`config.mk`:
```
export PLATFORM = sky130hd
export DESIGN_NAME = npc_pipe_unit_flat
export DESIGN_NICKNAME = d
export VERILOG_FILES = /design/src/rtl/npc_pipe_unit_if.sv /design/src/rtl/npc_pipe_unit.sv /design/src/flat_wrapper.sv
export SDC_FILE = /design/constraint.sdc
export NUM_CORES = 1
export LEC_CHECK = 0
export ABC_AREA = 1
export CORE_UTILIZATION = 35
export DETAILED_ROUTE_END_ITERATION = 8
export MAX_ROUTING_LAYER = met4
export PLACE_DENSITY = 0.65
export SLEW_MARGIN = 10
export SYNTH_ARGS = -nofsm -noshare
export SYNTH_HDL_FRONTEND = slang
export SYNTH_SLANG_ARGS = --single-unit
```
`constraint.sdc`:
```
create_clock -name clk -period 3.5 [get_ports clk]
set_clock_uncertainty 0.2 [all_clocks]
set_input_delay 0.7 -clock clk [delete_from_list [all_inputs] [get_ports clk]]
set_output_delay 0.7 -clock clk [all_outputs]
set_load 0.01 [all_outputs]
```
`src/rtl/npc_pipe_unit_if.sv`:
```
// Handshake bundle between the controller/IM side and the next-PC unit.
// The slave modport is the PC unit itself; the master modport is whatever drives the selectors.
interface npc_pipe_unit_if #(
   parameter int AW = 32
);
   logic          stall;
   logic [2:0]    npc_sel;
   logic          link;
   logic          ra_src;
   logic          zero;
   logic          bgez_flag;
   logic [31:0]   instr;
   logic [AW-1:0] reg_addr;
   logic [AW-1:0] pc;
   logic [AW-1:0] pc_plus4;
   logic          taken;
   logic          ras_mispred;
   logic [4:0]    ras_count;

   modport master (
      output stall, npc_sel, link, ra_src, zero, bgez_flag, instr, reg_addr,
      input  pc, pc_plus4, taken, ras_mispred, ras_count
   );

   modport slave (
      input  stall, npc_sel, link, ra_src, zero, bgez_flag, instr, reg_addr,
      output pc, pc_plus4, taken, ras_mispred, ras_count
   );
endinterface

```
`src/rtl/npc_pipe_unit.sv`:
```
// Registered PC and next-PC selection (+4, BEQ/BNE/BGEZ, J/JAL, JR) for the MIPS core.
// Optional return-address stack that checks JR $ra targets, enabled by defining NPC_RAS_EN.
module npc_pipe_unit #(
   parameter int            AW        = 32,
   parameter logic [AW-1:0] RESET_PC  = AW'(32'h0000_3000),
   parameter int            RAS_DEPTH = 4
) (
   input logic             clk,
   input logic             reset,
   npc_pipe_unit_if.slave  io_npc
);

   localparam logic [2:0] SEL_SEQ  = 3'b000;
   localparam logic [2:0] SEL_BEQ  = 3'b001;
   localparam logic [2:0] SEL_BNE  = 3'b010;
   localparam logic [2:0] SEL_BGEZ = 3'b011;
   localparam logic [2:0] SEL_J    = 3'b100;
   localparam logic [2:0] SEL_JR   = 3'b101;

   logic [AW-1:0]    r_pc;
   logic [AW-1:0]    w_seq;
   logic [AW+17:0]   w_off_wide;
   logic [AW-1:0]    w_br;
   logic [AW-1:0]    w_jmp;
   logic [AW-1:0]    w_jr;
   logic [AW-1:0]    w_target;
   logic [AW-1:0]    w_next;
   logic             w_taken;

   assign w_seq      = r_pc + AW'(4);
   assign w_off_wide = {{AW{io_npc.instr[15]}}, io_npc.instr[15:0], 2'b00};
   assign w_br       = w_seq + w_off_wide[AW-1:0];
   assign w_jr       = {io_npc.reg_addr[AW-1:2], 2'b00};

   // Region-relative jump: upper bits come from the delay-slot PC, not the current PC.
   generate
      if (AW > 28) begin : g_jmp_wide
         assign w_jmp = {w_seq[AW-1:28], io_npc.instr[25:0], 2'b00};
      end else begin : g_jmp_narrow
         logic [27:0] w_jidx;
         assign w_jidx = {io_npc.instr[25:0], 2'b00};
         assign w_jmp  = w_jidx[AW-1:0];
      end
   endgenerate

   // Redirect decision and target choice for the current selector.
   always_comb begin
      w_taken  = 1'b0;
      w_target = w_seq;
      case (io_npc.npc_sel)
         SEL_SEQ: begin
            w_taken  = 1'b0;
            w_target = w_seq;
         end
         SEL_BEQ: begin
            w_taken  = io_npc.zero;
            w_target = w_br;
         end
         SEL_BNE: begin
            w_taken  = ~io_npc.zero;
            w_target = w_br;
         end
         SEL_BGEZ: begin
            w_taken  = io_npc.bgez_flag;
            w_target = w_br;
         end
         SEL_J: begin
            w_taken  = 1'b1;
            w_target = w_jmp;
         end
         SEL_JR: begin
            w_taken  = 1'b1;
            w_target = w_jr;
         end
         default: begin
            w_taken  = 1'b0;
            w_target = w_seq;
         end
      endcase
   end

   assign w_next = w_taken ? w_target : w_seq;

   // PC register; stall freezes it.
   always_ff @(posedge clk or posedge reset) begin
      if (reset) begin
         r_pc <= RESET_PC;
      end else if (!io_npc.stall) begin
         r_pc <= w_next;
      end
   end

   assign io_npc.pc       = r_pc;
   assign io_npc.pc_plus4 = w_seq;
   assign io_npc.taken    = w_taken;

`ifdef NPC_RAS_EN
   localparam int PW = (RAS_DEPTH > 1) ? $clog2(RAS_DEPTH) : 1;

   logic [AW-1:0] r_ras [RAS_DEPTH];
   logic [PW-1:0] r_sp;
   logic [4:0]    r_count;
   logic          r_mispred;
   logic          w_push;
   logic          w_pop;
   logic [AW-1:0] w_top;
   logic          w_unused_ok;

   // BGEZAL pushes even when not taken, since $ra is written either way.
   assign w_push = ~io_npc.stall & io_npc.link &
                   ((io_npc.npc_sel == SEL_BGEZ) | (io_npc.npc_sel == SEL_J));
   assign w_pop  = ~io_npc.stall & io_npc.ra_src & (io_npc.npc_sel == SEL_JR);
   assign w_top  = r_ras[r_sp - PW'(1)];

   // Circular stack: a push onto a full stack overwrites the oldest slot.
   always_ff @(posedge clk or posedge reset) begin
      if (reset) begin
         for (int i = 0; i < RAS_DEPTH; i++) begin
            r_ras[i] <= '0;
         end
         r_sp      <= '0;
         r_count   <= 5'd0;
         r_mispred <= 1'b0;
      end else if (w_push) begin
         r_ras[r_sp] <= w_seq;
         r_sp        <= r_sp + PW'(1);
         if (r_count != 5'(RAS_DEPTH)) begin
            r_count <= r_count + 5'd1;
         end
      end else if (w_pop) begin
         if (r_count == 5'd0) begin
            r_mispred <= 1'b1;
         end else begin
            r_mispred <= (w_top != w_jr);
            r_sp      <= r_sp - PW'(1);
            r_count   <= r_count - 5'd1;
         end
      end
   end

   assign io_npc.ras_count   = r_count;
   assign io_npc.ras_mispred = r_mispred;
   assign w_unused_ok        = &{1'b0, io_npc.instr[31:26], io_npc.reg_addr[1:0]};
`else
   logic w_unused_ok;

   assign io_npc.ras_count   = 5'd0;
   assign io_npc.ras_mispred = 1'b0;
   assign w_unused_ok        = &{1'b0, io_npc.instr[31:26], io_npc.reg_addr[1:0],
                                 io_npc.link, io_npc.ra_src};
`endif

endmodule

```
`src/flat_wrapper.sv`:
```
// flat-port wrapper written by rule: the top's interface ports become plain ports
module npc_pipe_unit_flat 
#(
   parameter int            AW        = 32,
   parameter logic [AW-1:0] RESET_PC  = AW'(32'h0000_3000),
   parameter int            RAS_DEPTH = 4
)
  (clk, reset, io_npc_stall, io_npc_npc_sel, io_npc_link, io_npc_ra_src, io_npc_zero, io_npc_bgez_flag, io_npc_instr, io_npc_reg_addr, io_npc_pc, io_npc_pc_plus4, io_npc_taken, io_npc_ras_mispred, io_npc_ras_count);
  npc_pipe_unit_if #(.AW(AW)) io_npc_i ();
  input logic clk;
  input logic reset;
  input wire logic [$bits(io_npc_i.stall)-1:0] io_npc_stall;
  input wire logic [$bits(io_npc_i.npc_sel)-1:0] io_npc_npc_sel;
  input wire logic [$bits(io_npc_i.link)-1:0] io_npc_link;
  input wire logic [$bits(io_npc_i.ra_src)-1:0] io_npc_ra_src;
  input wire logic [$bits(io_npc_i.zero)-1:0] io_npc_zero;
  input wire logic [$bits(io_npc_i.bgez_flag)-1:0] io_npc_bgez_flag;
  input wire logic [$bits(io_npc_i.instr)-1:0] io_npc_instr;
  input wire logic [$bits(io_npc_i.reg_addr)-1:0] io_npc_reg_addr;
  output wire logic [$bits(io_npc_i.pc)-1:0] io_npc_pc;
  output wire logic [$bits(io_npc_i.pc_plus4)-1:0] io_npc_pc_plus4;
  output wire logic [$bits(io_npc_i.taken)-1:0] io_npc_taken;
  output wire logic [$bits(io_npc_i.ras_mispred)-1:0] io_npc_ras_mispred;
  output wire logic [$bits(io_npc_i.ras_count)-1:0] io_npc_ras_count;
  assign io_npc_i.stall = io_npc_stall;
  assign io_npc_i.npc_sel = io_npc_npc_sel;
  assign io_npc_i.link = io_npc_link;
  assign io_npc_i.ra_src = io_npc_ra_src;
  assign io_npc_i.zero = io_npc_zero;
  assign io_npc_i.bgez_flag = io_npc_bgez_flag;
  assign io_npc_i.instr = io_npc_instr;
  assign io_npc_i.reg_addr = io_npc_reg_addr;
  assign io_npc_pc = io_npc_i.pc;
  assign io_npc_pc_plus4 = io_npc_i.pc_plus4;
  assign io_npc_taken = io_npc_i.taken;
  assign io_npc_ras_mispred = io_npc_i.ras_mispred;
  assign io_npc_ras_count = io_npc_i.ras_count;
  npc_pipe_unit #(.AW(AW), .RESET_PC(RESET_PC), .RAS_DEPTH(RAS_DEPTH)) u_core (.clk(clk), .reset(reset), .io_npc(io_npc_i));
endmodule
```
# Yosys cells after proc, flatten, opt, wreduce, memory -nomap -nowiden
# Index checks and enable logic that the tools add are counted.
classes:
  addsub: 2
  n_mul: 0
  n_eq_ne: 5
  n_mux: 3
  reduce_logical: 2
  n_shift: 0
  div_mod_pow: 0
  bitwise: 1
  n_lt_le_gt_ge: 0
op_table:
  columns: ["op", "count"]
  rows:
  - ["$pmux 32 s3", 1]
  - ["$add 32x3->32 const B", 1]
  - ["$add 32x32->32", 1]
  - ["$mux 32", 1]
  - ["$eq 3x2->1 const B", 2]
  - ["$eq 3x3->1 const B", 2]
  - ["$pmux 1 s4", 1]
  - ["$eq 3x1->1 const B", 1]
  - ["$reduce_or 3->1", 1]
  - ["$reduce_or 2->1", 1]
  - ["$not 1->1", 1]
totals:
  in_bits: 74
  elab_cells: 14
  memories: 0
  latchBits: 0
  out_inout_bits: 71
  romBits: 0
  regBits: 32
  ramBits: 0

# Longest topological paths before layout
logic_depth:
  ltp_word: 4
  mapped_depth: 25
  depth_no_buf: 25

# Worst setup path after synthesis
# OpenSTA, ideal clock, no wires.
synth_path:
  path_type: "register -> register"
  start: "register u_core.r_pc[2], in the netlist u_core.io_npc.pc[2]"
  end: "register u_core.r_pc[25], in the netlist u_core.io_npc.pc[25]"
  arrival_time_ns: 2.883
  path_buffers: 0
  synth_period_minus_slack_ns: 3.200
  path_slack_ns: 0.300
  setup_ns: 0.117
  stages_incl_launch_ff: 20
  t_required_ns: 3.183
  cell_sequence: "dfrtp_1 > ha_1 > nand2_1 > nor2_2 > nand3_2 > or3_1 > xor2_1 > inv_1 > ha_1 > nand2_1 > nor2_1 > nand2_1 > nor3_1 > nand2_1 > nand3_1 > nand2_1 > nand3_1 > nand2_1 > nand2_1 > nand2_1"
synth_via:
  elab_chain_len: 4
synth_lines:
  columns: ["item", "line_no", "text"]
  rows:
  - ["start, declared", "npc_pipe_unit.sv:20", "logic [AW-1:0] r_pc;"]
  - ["start signal, assigned", "npc_pipe_unit.sv:89", "r_pc <= w_next;"]
  - ["$add 32x3->32", "npc_pipe_unit.sv:30", "assign w_seq = r_pc + AW'(4);"]
  - ["via io_npc_pc_plus4[24]", "flat_wrapper.sv:21", "output wire logic [$bits(io_npc_i.pc_plus4)-1:0] io_npc_pc_plus4;"]
  - ["$add 32x32->32", "npc_pipe_unit.sv:32", "assign w_br = w_seq + w_off_wide[AW-1:0];"]
  - ["$pmux 32 s3", "npc_pipe_unit.sv:50", "case (io_npc.npc_sel)"]
  - ["$mux 32", "npc_pipe_unit.sv:82", "assign w_next = w_taken ? w_target : w_seq;"]
# The timed path passes the listed nets, and every way through them passes these cells.
# A chain may end at the register's enable or synchronous reset.

# Worst setup path after layout
layout_path:
  start: "register u_core.r_pc[3], in the netlist u_core.io_npc.pc[3]"
  end: "register u_core.r_pc[29], in the netlist u_core.io_npc.pc[29]"
layout_via:
  elab_chain_len: 4
layout_lines:
  columns: ["item", "line_no"]
  rows:
  - ["$add 32x3->32 *", "npc_pipe_unit.sv:30"]
  - ["$add 32x32->32", "npc_pipe_unit.sv:32"]
  - ["$pmux 32 s3", "npc_pipe_unit.sv:50"]
  - ["$mux 32 *", "npc_pipe_unit.sv:82"]
# Mark *: on every way between the ends. The rest lies on a longest branch, timed or not.

==> impl_metrics.csv <==
group,metric,value,unit
finish,final_layout_size_suffix_gt1_share,21.35,%
clock_tree,cts_buffers,5,
power_and_ir_drop,p_int,0.001723,W
worst_setup_path,crit_family,"simple AND/OR/NAND/NOR gates",
power_and_ir_drop,p_clk_share,13.0,%
synth,synth_top_family_by_area,"simple AND/OR/NAND/NOR gates",
timing,worst_slew_pin_slew,0.8211,ns
synth,yosysUniqueCellTypes,45,
synth,ys_ff_latch,30,
timing,rsz0062_at_grt,"yes",
worst_setup_path,cpMostUsedCell,"nand2_1",
floorplan,die_area,14040,um^2
grt,grt.total_usage,27.69,%
synth,yosys.area.top_type,"nand2_1",
synth,synth-edff-count,0,
power_and_ir_drop,ir_drop,0.2636,mV
floorplan,fp.dieW,118.5,um
detailed_routing,via_per_inst,5.108,
clock_tree,cts_tree,"done",
worst_setup_path,end_kind,"register",
synth,synth.cells.most_frequent,"283 x nand2_1, 104 x inv_1, 68 x nor2_1",
placement,io_buffers,124,
grt,grt_pass1_wl,29.42,mm
timing,fmax,293.5,MHz
worst_setup_path,startpoint,"u_core.io_npc.pc[3]$_DFFE_PP0N_",
synth,synth_ff_type,"dfrtp_1",
worst_setup_path,required,3.47,ns
grt,grt_pass1_vias,5688,
floorplan,initial_core_util,35.86,%
synth,synth-simple-area-share,42.56,%
worst_setup_path,timing.rr.start,"u_core.io_npc.pc[3]$_DFFE_PP0N_",
clock_tree,cts_buffer_depth,2,
detailed_routing,vias,6186,
synth,netlist_area,4748,um^2
synth,post-synth-top-count-cell,"nand2_1",
detailed_routing,drc,0,
finish,nNetsFinal,1143,
floorplan,rows,42,
worst_setup_path,crit_chain,"ha_2, nand2_1, nor2_2, nand3_2, or3_4, xor2_2, inv_2, ha_4, nand2_2, buf_4, nor2_2, nand2_1, nor3_1, nand2_1, nand2_1, nand2_1, nand3_1, nand2_1, nand2_1, nand2_1",
synth,synth_compound_area_share,17.34,%
synth,yosys-top-cells-area,"nand2_1 22%, dfrtp_1 15%, ha_1 9.0%, inv_1 8.2%, a21oi_1 6.0%",
detailed_routing,wl_per_cell,15.99,um
floorplan,die_h,118.5,um
power_and_ir_drop,p_sw_share,46.17,%
grt,antenna_found_initial,0,
detailed_routing,drtPass1Iterations,5,
synth,synth_xor_area_share,3.136,%
power_and_ir_drop,p_switching,0.001478,W
worst_setup_path,path_buf_inv,2,
clock_tree,htreeDepth,2,
clock_tree,root_buffer,"clkbuf_16",
detailed_routing,antenna_left,0,
detailed_routing,drtIter0Drc,505,
clock_tree,clkLatencyLatePin,0.28,ns
power_and_ir_drop,p_leak,3.599,nW
finish,area_growth,57.65,%
synth,syn_avg_cell_area,5.728,um^2
hold_path,min_path_type,"register to register",
power_and_ir_drop,comb_power_share,70.8,%
finish,largest_reg_flops,30,
timing,setup_violations,0,
placement,dpl-instance-area,6739,um^2
synth,synth_cells,829,
clock_tree,path_clk_slew,0.05,ns
synth,yosysWarnings,0,
detailed_routing,wl,19.36,mm
placement,gp_congestion,0.9399,
synth,synthAdderAreaFrac,9.381,%
finish,fin_util,56.53,%
placement,dp_hpwl,15.25,mm
power_and_ir_drop,powerDensity,427.7,nW/um^2
timing,final_hold_viol_count,0,
finish,n_antenna_cell,0,
grt,grt_overflow_total,0,
timing,hold_slack,0.3708,ns
floorplan,core,13240,um^2
flow_run,maxCapViolCount,0,
run_status,status,"finished, final reports clean",
worst_setup_path,criticalPathCategory,"register to register",
worst_setup_path,crit_fanout,4,
hold_path,min_from,"u_core.io_npc.pc[21]$_DFFE_PP0N_",
worst_setup_path,slowest_stage,"dfrtp_1",
worst_setup_path,worst_ep_arrival_time,3.38,ns
timing,finalCritPeriodShare,97.35,%
synth,synth_top_area_share,22.37,%
synth,ys_seq_area_share,15.86,%
power_and_ir_drop,sequentialPowerShare,16.2,%
synth,synthMuxAreaShare,0,%
clock_tree,cts.sinks,30,
timing,max-slew-margin-rel,44.92,%
timing,slew_violations,0,
grt,grt_max_degree,34,
worst_setup_path,start_kind,"register",
synth,async_flop_share,100.0,%
finish,final_cell_area,7486,um^2
worst_setup_path,slowest_delay,0.42,ns
timing,fin_crit,3.407,ns
floorplan,io_pins,145,
worst reg2reg max path, cell delays in order, from the launching register on:
cell and delay (ns):
dfrtp_1 0.42, ha_2 0.21, nand2_1 0.06, nor2_2 0.14
nand3_2 0.14, or3_4 0.42, xor2_2 0.19, inv_2 0.09
ha_4 0.28, nand2_2 0.07, buf_4 0.14, nor2_2 0.14
nand2_1 0.09, nor3_1 0.13, nand2_1 0.13, nand2_1 0.09
nand2_1 0.05, nand3_1 0.09, nand2_1 0.10, nand2_1 0.08
nand2_1 0.04
cell type report:
cell class / count / area [um^2]
multi-input combinational: 672 / 3989
sequential: 30 / 754.5
tap: 176 / 220.2
fill: 1339 / 5757
inverter: 106 / 397.9
timing repair buffer: 219 / 1988
clock buffer: 8 / 136.4
per-stage QoR:
step	setup TNS [ns]	worst slack, ns	std cells	power, W
after global routing	-0.2549	-0.04281	1211	0.003451
after global placement	-0.008487	-0.008487	1190	0.002510
after floorplan	0	0.3002	838	0.001567
after CTS	0	0.008840	1198	0.002950
final	0	0.09279	1211	0.003202
after detailed placement	-0.09759	-0.08362	1190	0.002521
cells in the final DEF, fill, tap and decap left out, types with 10 or more instances in the layout:
| cell type | netlist | routed |
|---|---|---|
| nand2_1 | 283 | 264 |
| clkdlybuf4s50_1 | 0 | 122 |
| inv_1 | 104 | 95 |
| buf_4 | 10 | 92 |
| nor2_1 | 68 | 53 |
| a21oi_1 | 57 | 48 |
| nand3_1 | 49 | 44 |
| o21ai_0 | 47 | 35 |
| dfrtp_1 | 28 | 27 |
| nand4_1 | 20 | 20 |
| nand2_2 | 4 | 20 |
| nor2_2 | 6 | 18 |
| ha_1 | 34 | 16 |
| ha_4 | 0 | 15 |
| a221oi_1 | 14 | 14 |
| o21ai_1 | 1 | 11 |
| nor3_2 | 1 | 11 |
| xor2_1 | 15 | 10 |
| conb_1 | 1 | 10 |
power groups by stage:
| stage | logic (W) | clock network (W) | registers, W |
|---|---|---|---|
| 2_1_floorplan | 0.00102 | 0 | 0.000542 |
| 3_3_place_gp | 0.00199 | 0 | 0.000516 |
| 3_5_place_dp | 0.00201 | 0 | 0.000515 |
| 4_1_cts | 0.00202 | 0.000417 | 0.000510 |
| 5_1_grt | 0.00249 | 0.000433 | 0.000529 |
| 6_report | 0.00227 | 0.000417 | 0.000518 |
layer usage:
| layer | vias up | wire (um) | part of all wire (%) | global-route usage [%] |
|---|---|---|---|---|
| met4 | 0 | 612 | 3.2 | 9.177 |
| met1 | 2796 | 8331 | 43 | 34.57 |
| met5 | - | 0 | 0 | - |
| met2 | 246 | 9021 | 47 | 44.30 |
| li1 | 3113 | - | - | - |
| met3 | 31 | 1396 | 7.2 | 5.985 |
worst paths after layout:
| kind | to | slack, ns | cells after the start |
|---|---|---|---|
| max | u_core.io_npc.pc[29]$_DFFE_PP0N_ | 0.09 | 20 |
| min | u_core.io_npc.pc[21]$_DFFE_PP0N_ | 0.37 | 2 |
| max reg2reg | u_core.io_npc.pc[29]$_DFFE_PP0N_ | 0.09 | 20 |
| min reg2reg | u_core.io_npc.pc[21]$_DFFE_PP0N_ | 0.37 | 2 |
| max in group asynchronous | u_core.io_npc.pc[12]$_DFFE_PP1N_ | 2.14 | 3 |
| min in group asynchronous | u_core.io_npc.pc[2]$_DFFE_PP0N_ | 0.61 | 3 |
cells by family after synthesis:
group | after synthesis
simple gates | 468
fa+ha+maj | 35
other cells | 1
flops | 30
xor+xnor | 17
compound gates | 142
buf+inv | 136
what timing repair did:
action / in CTS / in global routing
hold buffers: 0 / 0
endpoints found under the setup margin: 4 / 26
pin swaps: 0 / 47
gates resized for setup: 4 / 119
setup buffers: 0 / 14
Power figures use the tool's default switching activity.
